File: src/rtl/memwrite_scoreboard.sv
// Scoreboard for the data-memory write port: checks observed (dataadr, writedata)
// writes against a loaded table of K expected pairs, with ordered/unordered matching and a watchdog.
module memwrite_scoreboard #(
   parameter int N       = 16,
   parameter int A       = 16,
   parameter int K       = 4,
   parameter int TW      = 16,
   parameter bit ORDERED = 1'b1,
   localparam int IW     = (K > 1) ? $clog2(K) : 1,
   localparam int CW     = $clog2(K + 1)
) (
   input  logic          clk,
   input  logic          reset,
   input  logic          load_en,
   input  logic [IW-1:0] load_idx,
   input  logic [A-1:0]  load_addr,
   input  logic [N-1:0]  load_data,
   input  logic [TW-1:0] timeout,
   input  logic          start,
   input  logic          memwrite,
   input  logic [A-1:0]  dataadr,
   input  logic [N-1:0]  writedata,
   output logic          done,
   output logic          pass,
   output logic [1:0]    fail_code,
   output logic [CW-1:0] match_count,
   output logic [TW-1:0] cycles,
   output logic [IW-1:0] fail_index,
   output logic [1:0]    state_dbg
);

   // load_en, start and memwrite are single-cycle strobes sampled on the rising
   // edge with no backpressure; a strobe is acted on in the cycle it is high.
   typedef enum logic [1:0] {S_IDLE, S_ARMED, S_PASS, S_FAIL} state_t;

   state_t        state_q, state_d;
   logic [A-1:0]  tbl_addr [K];
   logic [N-1:0]  tbl_data [K];
   logic [K-1:0]  hit_q, hit_d;
   logic [CW-1:0] mc_q, mc_d;
   logic [TW-1:0] cyc_q, cyc_d, cyc_inc, tmo_q, tmo_d;
   logic [1:0]    code_q, code_d;
   logic [IW-1:0] fidx_q, fidx_d;

   logic          load_ok;
   logic [IW-1:0] ptr;
   logic          ev_hit, ev_fail;
   logic [IW-1:0] ev_hit_idx, ev_fail_idx;
   logic [1:0]    ev_fail_code;

   assign load_ok = load_en && (state_q != S_ARMED) && (int'(load_idx) < K);
   assign ptr     = IW'(mc_q);
   assign cyc_inc = (cyc_q == '1) ? cyc_q : cyc_q + TW'(1);

   // Classify the current write against the table (valid only while ARMED).
   always_comb begin
      logic          dm, am;
      logic [IW-1:0] dm_idx, am_idx;
      ev_hit       = 1'b0;
      ev_hit_idx   = '0;
      ev_fail      = 1'b0;
      ev_fail_idx  = '0;
      ev_fail_code = 2'b00;
      dm           = 1'b0;
      am           = 1'b0;
      dm_idx       = '0;
      am_idx       = '0;
      if (ORDERED) begin
         for (int j = K - 1; j >= 0; j--) begin
            if (j > int'(ptr) && !hit_q[j] && tbl_addr[j] == dataadr) begin
               am     = 1'b1;
               am_idx = IW'(j);
            end
         end
         if (tbl_addr[ptr] == dataadr) begin
            if (tbl_data[ptr] == writedata) begin
               ev_hit     = 1'b1;
               ev_hit_idx = ptr;
            end else begin
               ev_fail      = 1'b1;
               ev_fail_code = 2'b01;
               ev_fail_idx  = ptr;
            end
         end else if (am) begin
            ev_fail      = 1'b1;
            ev_fail_code = 2'b11;
            ev_fail_idx  = am_idx;
         end
      end else begin
         // Downward scan so the lowest matching index is the one that sticks.
         for (int j = K - 1; j >= 0; j--) begin
            if (!hit_q[j] && tbl_addr[j] == dataadr) begin
               am     = 1'b1;
               am_idx = IW'(j);
               if (tbl_data[j] == writedata) begin
                  dm     = 1'b1;
                  dm_idx = IW'(j);
               end
            end
         end
         if (dm) begin
            ev_hit     = 1'b1;
            ev_hit_idx = dm_idx;
         end else if (am) begin
            ev_fail      = 1'b1;
            ev_fail_code = 2'b01;
            ev_fail_idx  = am_idx;
         end
      end
   end

   always_comb begin
      state_d = state_q;
      hit_d   = hit_q;
      mc_d    = mc_q;
      cyc_d   = cyc_q;
      tmo_d   = tmo_q;
      code_d  = code_q;
      fidx_d  = fidx_q;
      if (start) begin
         state_d = S_ARMED;
         hit_d   = '0;
         mc_d    = '0;
         cyc_d   = '0;
         code_d  = 2'b00;
         fidx_d  = '0;
         tmo_d   = timeout;
      end else begin
         case (state_q)
            S_ARMED: begin
               cyc_d = cyc_inc;
               if (memwrite && ev_fail) begin
                  state_d = S_FAIL;
                  code_d  = ev_fail_code;
                  fidx_d  = ev_fail_idx;
               end else if (memwrite && ev_hit) begin
                  hit_d[ev_hit_idx] = 1'b1;
                  mc_d              = mc_q + CW'(1);
                  if (mc_q == CW'(K - 1)) state_d = S_PASS;
               end
               // A final match on the timeout edge has already moved us to PASS.
               if (state_d == S_ARMED && tmo_q != '0 && cyc_inc == tmo_q) begin
                  state_d = S_FAIL;
                  code_d  = 2'b10;
               end
            end
            S_PASS, S_FAIL: if (load_en) state_d = S_IDLE;
            default: ;
         endcase
      end
   end

   always_ff @(posedge clk or negedge reset) begin
      if (!reset) begin
         state_q <= S_IDLE;
         hit_q   <= '0;
         mc_q    <= '0;
         cyc_q   <= '0;
         tmo_q   <= '0;
         code_q  <= 2'b00;
         fidx_q  <= '0;
         for (int j = 0; j < K; j++) begin
            tbl_addr[j] <= '0;
            tbl_data[j] <= '0;
         end
      end else begin
         state_q <= state_d;
         hit_q   <= hit_d;
         mc_q    <= mc_d;
         cyc_q   <= cyc_d;
         tmo_q   <= tmo_d;
         code_q  <= code_d;
         fidx_q  <= fidx_d;
         if (load_ok) begin
            tbl_addr[load_idx] <= load_addr;
            tbl_data[load_idx] <= load_data;
         end
      end
   end

   assign done        = (state_q == S_PASS) || (state_q == S_FAIL);
   assign pass        = (state_q == S_PASS);
   assign fail_code   = code_q;
   assign match_count = mc_q;
   assign cycles      = cyc_q;
   assign fail_index  = fidx_q;
   assign state_dbg   = state_q;

endmodule

File: config.mk
export PLATFORM = sky130hd
export DESIGN_NAME = memwrite_scoreboard
export DESIGN_NICKNAME = d
export VERILOG_FILES = /design/src/rtl/memwrite_scoreboard.sv
export SDC_FILE = /design/constraint.sdc
export NUM_CORES = 1
export LEC_CHECK = 0
export ABC_AREA = 1
export CORE_ASPECT_RATIO = 1.5
export CORE_MARGIN = 4
export CORE_UTILIZATION = 38
export CTS_BUF_LIST = sky130_fd_sc_hd__clkbuf_8
export CTS_CLUSTER_DIAMETER = 50
export DETAILED_ROUTE_END_ITERATION = 16
export GPL_ROUTABILITY_DRIVEN = 0
export GPL_TIMING_DRIVEN = 0
export SYNTH_ARGS = -nofsm -noshare
export SYNTH_HDL_FRONTEND = slang
export SYNTH_SLANG_ARGS = --single-unit
File: constraint.sdc
create_clock -name clk -period 5.3 [get_ports clk]
set_input_delay 1.06 -clock clk [delete_from_list [all_inputs] [get_ports clk]]
set_output_delay 1.06 -clock clk [all_outputs]
set_load 0.03 [all_outputs]
==> out/qor.txt, run 1 <==
reg-to-reg endpoint - fail_code[1]$_DFFE_PN0P_
Final Core Density - 46.8%
Leak - 5.77 nW
vias in the first global route - 9,517
crit end category - register
register area - 4300 um2
worst path required time - 5.66 ns
TritonRoute pass-1 iters - 5
Starting Density - 38.9%
max-cap viol count - 0
fin nets - 1,611
Arrival @ worst endpoint - 3.40 ns
I/O Buffers - 110
Clock Latency Late Sink - 0.48 ns
worst flop-to-flop path startpoint - cycles[0]$_DFFE_PN0P_
sw frac - 36.0%
hpwl dp - 23,700 um
Worst Skew - 0.0158 ns
via count - 9,544
final hold violation count - 0
Seq/Total Area, Yosys - 43.9%
Num CTS Buffers - 17
ys async rst share - 100%
clock transition at the registers of the reported paths - 0.08 ns
RSZ-0062 raised after global routing - false
worst hold endpoint - fail_code[0]$_DFFE_PN0P_
worst hold path type - register to register
Root Driver - clkbuf_8
H-tree depth - 4
critical-path maximum fanout - 7
largest net degree at the start of global routing - 107
yosys warns - 0
setup tns final - 0 ns
remaining antenna violation count - 0
fmax - 0.329 GHz
Fin Hold WS - 0.478 ns
die area - 28,500 um2
PD cells - 395 nW/um2
top_reg_cell synth - dfrtp_1
Slew Viols, Final - 0
WL/cell - 17.1 um
Layout fillers - 2,718
CTS max path bufs - 2
Multi-input gate area - 4690 um2
number of synthesized register bits - 172
hold_sp - fail_code[0]$_DFFE_PN0P_
Yosys top cell area share - 43.9%
main area contributors after synthesis - dfrtp_1 44%, nand2_1 21%, o21ai_0 8.3%, nand3_1 6.9%, inv_1 4.8%
CTS tree - done
initial antenna violation count - 0
Comb power frac - 31.0%
CP startpoint kind - primary input
num ports - 114
first-pass GRT wire length - 51,200 um
fin area - 11,800 um2
distinct cell type count after synthesis - 34
die height - 205 um
Syn Nets - 1,481
drt drc - 0
minimum clock period - 3.04 ns
total gr overflow - 0
part of the cycle the worst path needs - 57.4%
most common cell in the netlist - nand2_1
Seq pwr share - 45.7%
WS Path Type - primary input to register
WHS Path Cells - 2
status - complete, no violations
R2R Setup Slk - 2.33 ns
total track usage - 22.9%
area delta synth->final - 20.4%
FF-to-FF path depth - 18
Pint - 2.99 mW
final setup vio count - 0
Max transition margin - 52.7%
Syn Inst Count - 1,389
# hold bufs at CTS - 0
syn avg cell area - 7.06 um2
placed inst area - 11,400 um2
floorplan core area - 25,200 um2
share of cells above drive strength 1 - 5.61%
Design Power - 4.66 mW
number of flops mapped to enable cells by yosys - 0
synth cell count leaders - 538 x nand2_1, 172 x dfrtp_1, 163 x o21ai_0
Synth area leader - dfrtp_1
# rows - 71
Post-CTS Resized - 0
Die Span X - 139 um
Worst Tran Pin Value - 0.707 ns
mapped cell area - 9810 um2
VDD IR max - 0.183 mV
WL final - 31,900 um
DR iter-0 viols - 624
Post-CTS Setup Bufs - 0
clock share of power - 23.2%
Antenna diodes - 0
Via density - 5.13
CTS Sinks - 172
Switch Pwr - 1.68 mW
-- placed cells by master (no fill, tap or decap), types with 2 or more instances in the layout --
cell type	count
inv_1	128
clkbuf_1	33
inv_2	3
nand2_1	538
nand3_1	136
nand3b_1	13
inv_4	2
clkinv_4	2
nand2_2	5
nand3_2	2
or2_2	10
a21oi_2	2
buf_2	7
nor3_1	6
nor2_1	74
nor4_1	2
xor2_1	13
nor2_2	4
clkbuf_8	19
a22o_1	3
clkinvlp_4	2
o21ai_0	163
dfrtp_1	172
buf_4	7
xnor2_1	23
o22ai_1	6
a21oi_1	6
bufinv_16	5
nor3_2	2
clkdlybuf4s50_1	109
nand4_1	12
ha_1	5
buf_6	9
-- layout make-up --
| class | instances | area share [%] |
|---|---|---|
| buffer | 57 | 2.68 |
| inverter | 131 | 4.20 |
| multi-input combinational | 1029 | 39.7 |
| sequential | 172 | 36.4 |
| tap | 328 | 3.47 |
| timing repair buffer | 111 | 9.60 |
| clock inverter | 13 | 1.68 |
| clock buffer | 19 | 2.21 |
-- cells by family after synthesis --
logic type	count (synthesis)	share of synthesized area, %
simple gates	805	34.3
buf+inv	188	8.29
compound gates	183	9.69
flops	172	43.9
xor+xnor	36	3.21
fa+ha+maj	5	0.638
-- worst max path at each step --
stage,slack (ns),to,from
global route,2.00,fail_code[1]$_DFFE_PN0P_,dataadr[14]
global placement,-4.35,tbl_data[20]$_DFFE_PN0P_,reset
detailed placement,1.77,fail_code[1]$_DFFE_PN0P_,dataadr[13]
CTS,2.29,fail_code[1]$_DFFE_PN0P_,dataadr[13]
finish,2.26,fail_code[1]$_DFFE_PN0P_,dataadr[13]
floorplan,2.73,fail_code[1]$_DFFE_PN0P_,dataadr[12]
-- critical path: stages --
cell	delay [ns]
clkdlybuf4s50_1	0.56
inv_1	0.14
nand3_1	0.11
nand2_1	0.06
nor2_1	0.11
nand2_1	0.08
inv_1	0.05
nand2_1	0.04
nor2_1	0.30
nand2_1	0.17
a21oi_2	0.29
nor2_2	0.10
nand3_2	0.08
nand2_2	0.07
nand3_1	0.11
nand2_1	0.06
-- flip-flops by register name (all words and copies together) (netlist names) --
name         flops
cycles          16
tbl_addr        64
tbl_data        64
hit_q            3
match_count      3
tmo_q           16
state_dbg        2
fail_code        2
fail_index       2
-- metal layers --
layer  GRT usage, %  vias up  wire, um
li1               -     4669         -
met1           26.3     4507     12900
met2           40.9      272     16100
met3           3.15       96      1110
met4           12.9        0      1800
met5              0        -         0
-- metrics by stage --
stage          setup slack [ns]  cells
2_1_floorplan              2.73   1389
3_3_place_gp              -4.35   1827
3_5_place_dp               1.77   1828
4_1_cts                    2.29   1860
5_1_grt                    2.00   1860
6_report                   2.26   1860
-- power groups by stage --
stage | registers [mW] | clock network, mW | logic, mW
finish | 2.13 | 1.08 | 1.45
floorplan | 2.08 | 0 | 1.05
detailed placement | 2.15 | 0 | 1.45
global route | 2.19 | 1.14 | 1.70
CTS | 2.12 | 1.10 | 1.46
global placement | 2.14 | 0 | 1.41
Note: power is estimated with default switching activity, not from simulation.
==> run 2, diff against run 1 <==
Clock period 5.3 ns to 2.55 ns, I/O delays scaled along.
==> out/qor.txt, run 2 (same netlist as run 1, synthesis figures left out) <==
status - complete, but fails checks
failing checks - setup timing
Num CTS Buffers - 17
die height - 205 um
worst flop-to-flop path startpoint - match_count[0]$_DFFE_PN0P_
sw frac - 36.2%
drt drc - 0
FF-to-FF path depth - 17
floorplan core area - 25,200 um2
WL final - 32,600 um
critical-path maximum fanout - 5
Comb power frac - 32.4%
vias in the first global route - 9,615
Arrival @ worst endpoint - 3.00 ns
hpwl dp - 23,700 um
CP startpoint kind - register
Via density - 5.14
Fin Hold WS - 0.478 ns
die area - 28,500 um2
Critical Path End - fail_code[1]$_DFFE_PN0P_
Die Span X - 139 um
Seq pwr share - 44.8%
CTS Sinks - 172
remaining antenna violation count - 0
fmax - 0.380 GHz
commonest non-fill, non-tap cell in the layout - nand2_1
Max transition margin - 51.9%
Slew Viols, Final - 0
Slowest cell on crit path - dfrtp_1
num ports - 114
H-tree depth - 4
most frequent cells in the layout - 526 x nand2_1, 169 x dfrtp_1, 162 x o21ai_0, 127 x inv_1, 125 x nand3_1
fin nets - 1,634
final setup vio count - 4
final instance count without filler cells - 1,883
clock share of power - 22.8%
Design Power - 9.89 mW
CTS tree - done
crit end category - register
final hold violation count - 0
setup slack after layout - -0.0789 ns
first-pass GRT wire length - 51,700 um
DR iter-0 viols - 661
area delta synth->final - 25.9%
# rows - 71
Pint - 6.31 mW
Crit path depth - 17
total track usage - 23.1%
DP Cell Count - 1,828
TritonRoute pass-1 iters - 6
crit path from - match_count[0]$_DFFE_PN0P_
VDD IR max - 0.398 mV
WL/cell - 17.3 um
CTS max path bufs - 2
I/O Buffers - 110
Largest regs - tbl_addr: 64 flops, tbl_data: 64 flops
total gr overflow - 0
clock transition at the registers of the reported paths - 0.09 ns
part of the cycle the worst path needs - 103%
largest stage delay on the critical path - 0.41 ns
buffers plus inverters on the worst setup path - 4
reg-to-reg endpoint - fail_code[1]$_DFFE_PN0P_
initial antenna violation count - 0
Layout fillers - 2,653
via count - 9,683
worst path required time - 2.92 ns
WS Path Type - register to register
Antenna diodes - 0
Switch Pwr - 3.58 mW
max-cap viol count - 0
Leak - 6.00 nW
Starting Density - 38.9%
minimum clock period - 2.63 ns
Root Driver - clkbuf_8
Clock Latency Late Sink - 0.48 ns
largest net degree at the start of global routing - 107
share of cells above drive strength 1 - 9.84%
CP top delay family - simple AND/OR/NAND/NOR gates
R2R Setup Slk - -0.08 ns
worst hold path type - register to register
RSZ-0062 raised after global routing - true
cell repeated most along the worst path - nand3_2
Worst Tran Pin Value - 0.719 ns
Worst Skew - 0.0106 ns
PD cells - 800 nW/um2
worst path cell trace - buf_6 > inv_8 > buf_12 > buf_12 > ha_2 > nor3_2 > nand3_1 > nor2_2 > nand3_2 > nand3_4 > nand2_4 > a21oi_4 > nor2_4 > nand3_2 > nand2_2 > nand3_2 > nand2_2
==> run 2: worst register-to-register path, cell delays in order (launching register included) <==
cell and delay (ns):
dfrtp_1 0.41, buf_6 0.16, inv_8 0.05, buf_12 0.14
buf_12 0.13, ha_2 0.18, nor3_2 0.17, nand3_1 0.16
nor2_2 0.18, nand3_2 0.13, nand3_4 0.12, nand2_4 0.08
a21oi_4 0.25, nor2_4 0.06, nand3_2 0.09, nand2_2 0.08
nand3_2 0.10, nand2_2 0.04
==> run 2: power groups by stage <==
stage	sequential [mW]	combinational, mW	clock (mW)
after floorplan	4.32	2.18	0
after CTS	4.40	3.11	2.29
after global routing	4.55	3.73	2.37
after global placement	4.45	2.94	0
after detailed placement	4.47	3.02	0
final	4.43	3.21	2.25
==> run 2: final cells by class <==
| type | count | area [um2] | share of cell area (%) |
|---|---|---|---|
| buffer | 57 | 418 | 3.38 |
| clock buffer | 19 | 262 | 2.12 |
| clock inverter | 13 | 199 | 1.61 |
| inverter | 131 | 507 | 4.10 |
| multi-input combinational | 1029 | 4910 | 39.7 |
| sequential | 172 | 4310 | 34.9 |
| tap | 328 | 410 | 3.32 |
| timing repair buffer | 134 | 1340 | 10.9 |
==> run 2: stage by stage <==
| step | cell area (um2) | setup TNS (ns) | utilization (%) | setup WS [ns] |
|---|---|---|---|---|
| 5_1_grt | 12400 | -1.05 | 49.0 | -0.151 |
| 4_1_cts | 12100 | 0 | 47.9 | 0.00648 |
| 3_5_place_dp | 11400 | -5.93 | 45.0 | -0.427 |
| 6_report | 12400 | -0.217 | 49.0 | -0.0789 |
| 2_1_floorplan | 9810 | 0 | - | 0.106 |
| 3_3_place_gp | 11300 | -1129.19 | 44.9 | -6.55 |
==> run 2: worst min path at each step <==
stage	from	depth (start not counted)	endpoint	slack (ns)
floorplan	reset	0	cycles[0]$_DFFE_PN0P_	0.21
global placement	tbl_data[2]$_DFFE_PN0P_	2	tbl_data[2]$_DFFE_PN0P_	0.47
detailed placement	fail_code[0]$_DFFE_PN0P_	2	fail_code[0]$_DFFE_PN0P_	0.46
CTS	fail_code[0]$_DFFE_PN0P_	2	fail_code[0]$_DFFE_PN0P_	0.48
global route	fail_code[0]$_DFFE_PN0P_	2	fail_code[0]$_DFFE_PN0P_	0.51
finish	fail_code[0]$_DFFE_PN0P_	2	fail_code[0]$_DFFE_PN0P_	0.48
==> run 2: layer usage <==
layer  track usage [%]  part of all wire, %  wire [um]  vias to the layer above
met1              26.6                   39      12900                     4568
met2              41.2                   51      16700                      300
met3              3.15                  3.7       1200                      101
met4              13.2                  5.7       1870                        0
li1                  -                    -          -                     4714
met5                 0                    0          0                        -
==> run 2: timing repair <==
| action | in CTS | in global routing |
|---|---|---|
| endpoints found under the setup margin | 9 | 9 |
| gates resized for setup | 37 | 58 |
| endpoints found under the hold margin | 29 | 0 |
| gates cloned | 0 | 1 |
| hold buffers | 1 | 0 |
| buffers inserted | 13 | 8 |
| pin swaps | 11 | 24 |
==> run 3, diff against run 2 <==
==> constraint.sdc (replaced) <==
create_clock -name clk -period 2.55 [get_ports clk]
set_input_delay 0.255 -clock clk [delete_from_list [all_inputs] [get_ports clk]]
set_output_delay 0.255 -clock clk [all_outputs]
set_load 0.03 [all_outputs]
==> results of run 3 <==
The final DEF is identical to that of run 2. Status: complete, but fails checks: setup timing.
Main changes from that run: setup slack after placement -0.427 ns -> -0.349 ns; hold slack 0.478 ns -> 0.294 ns
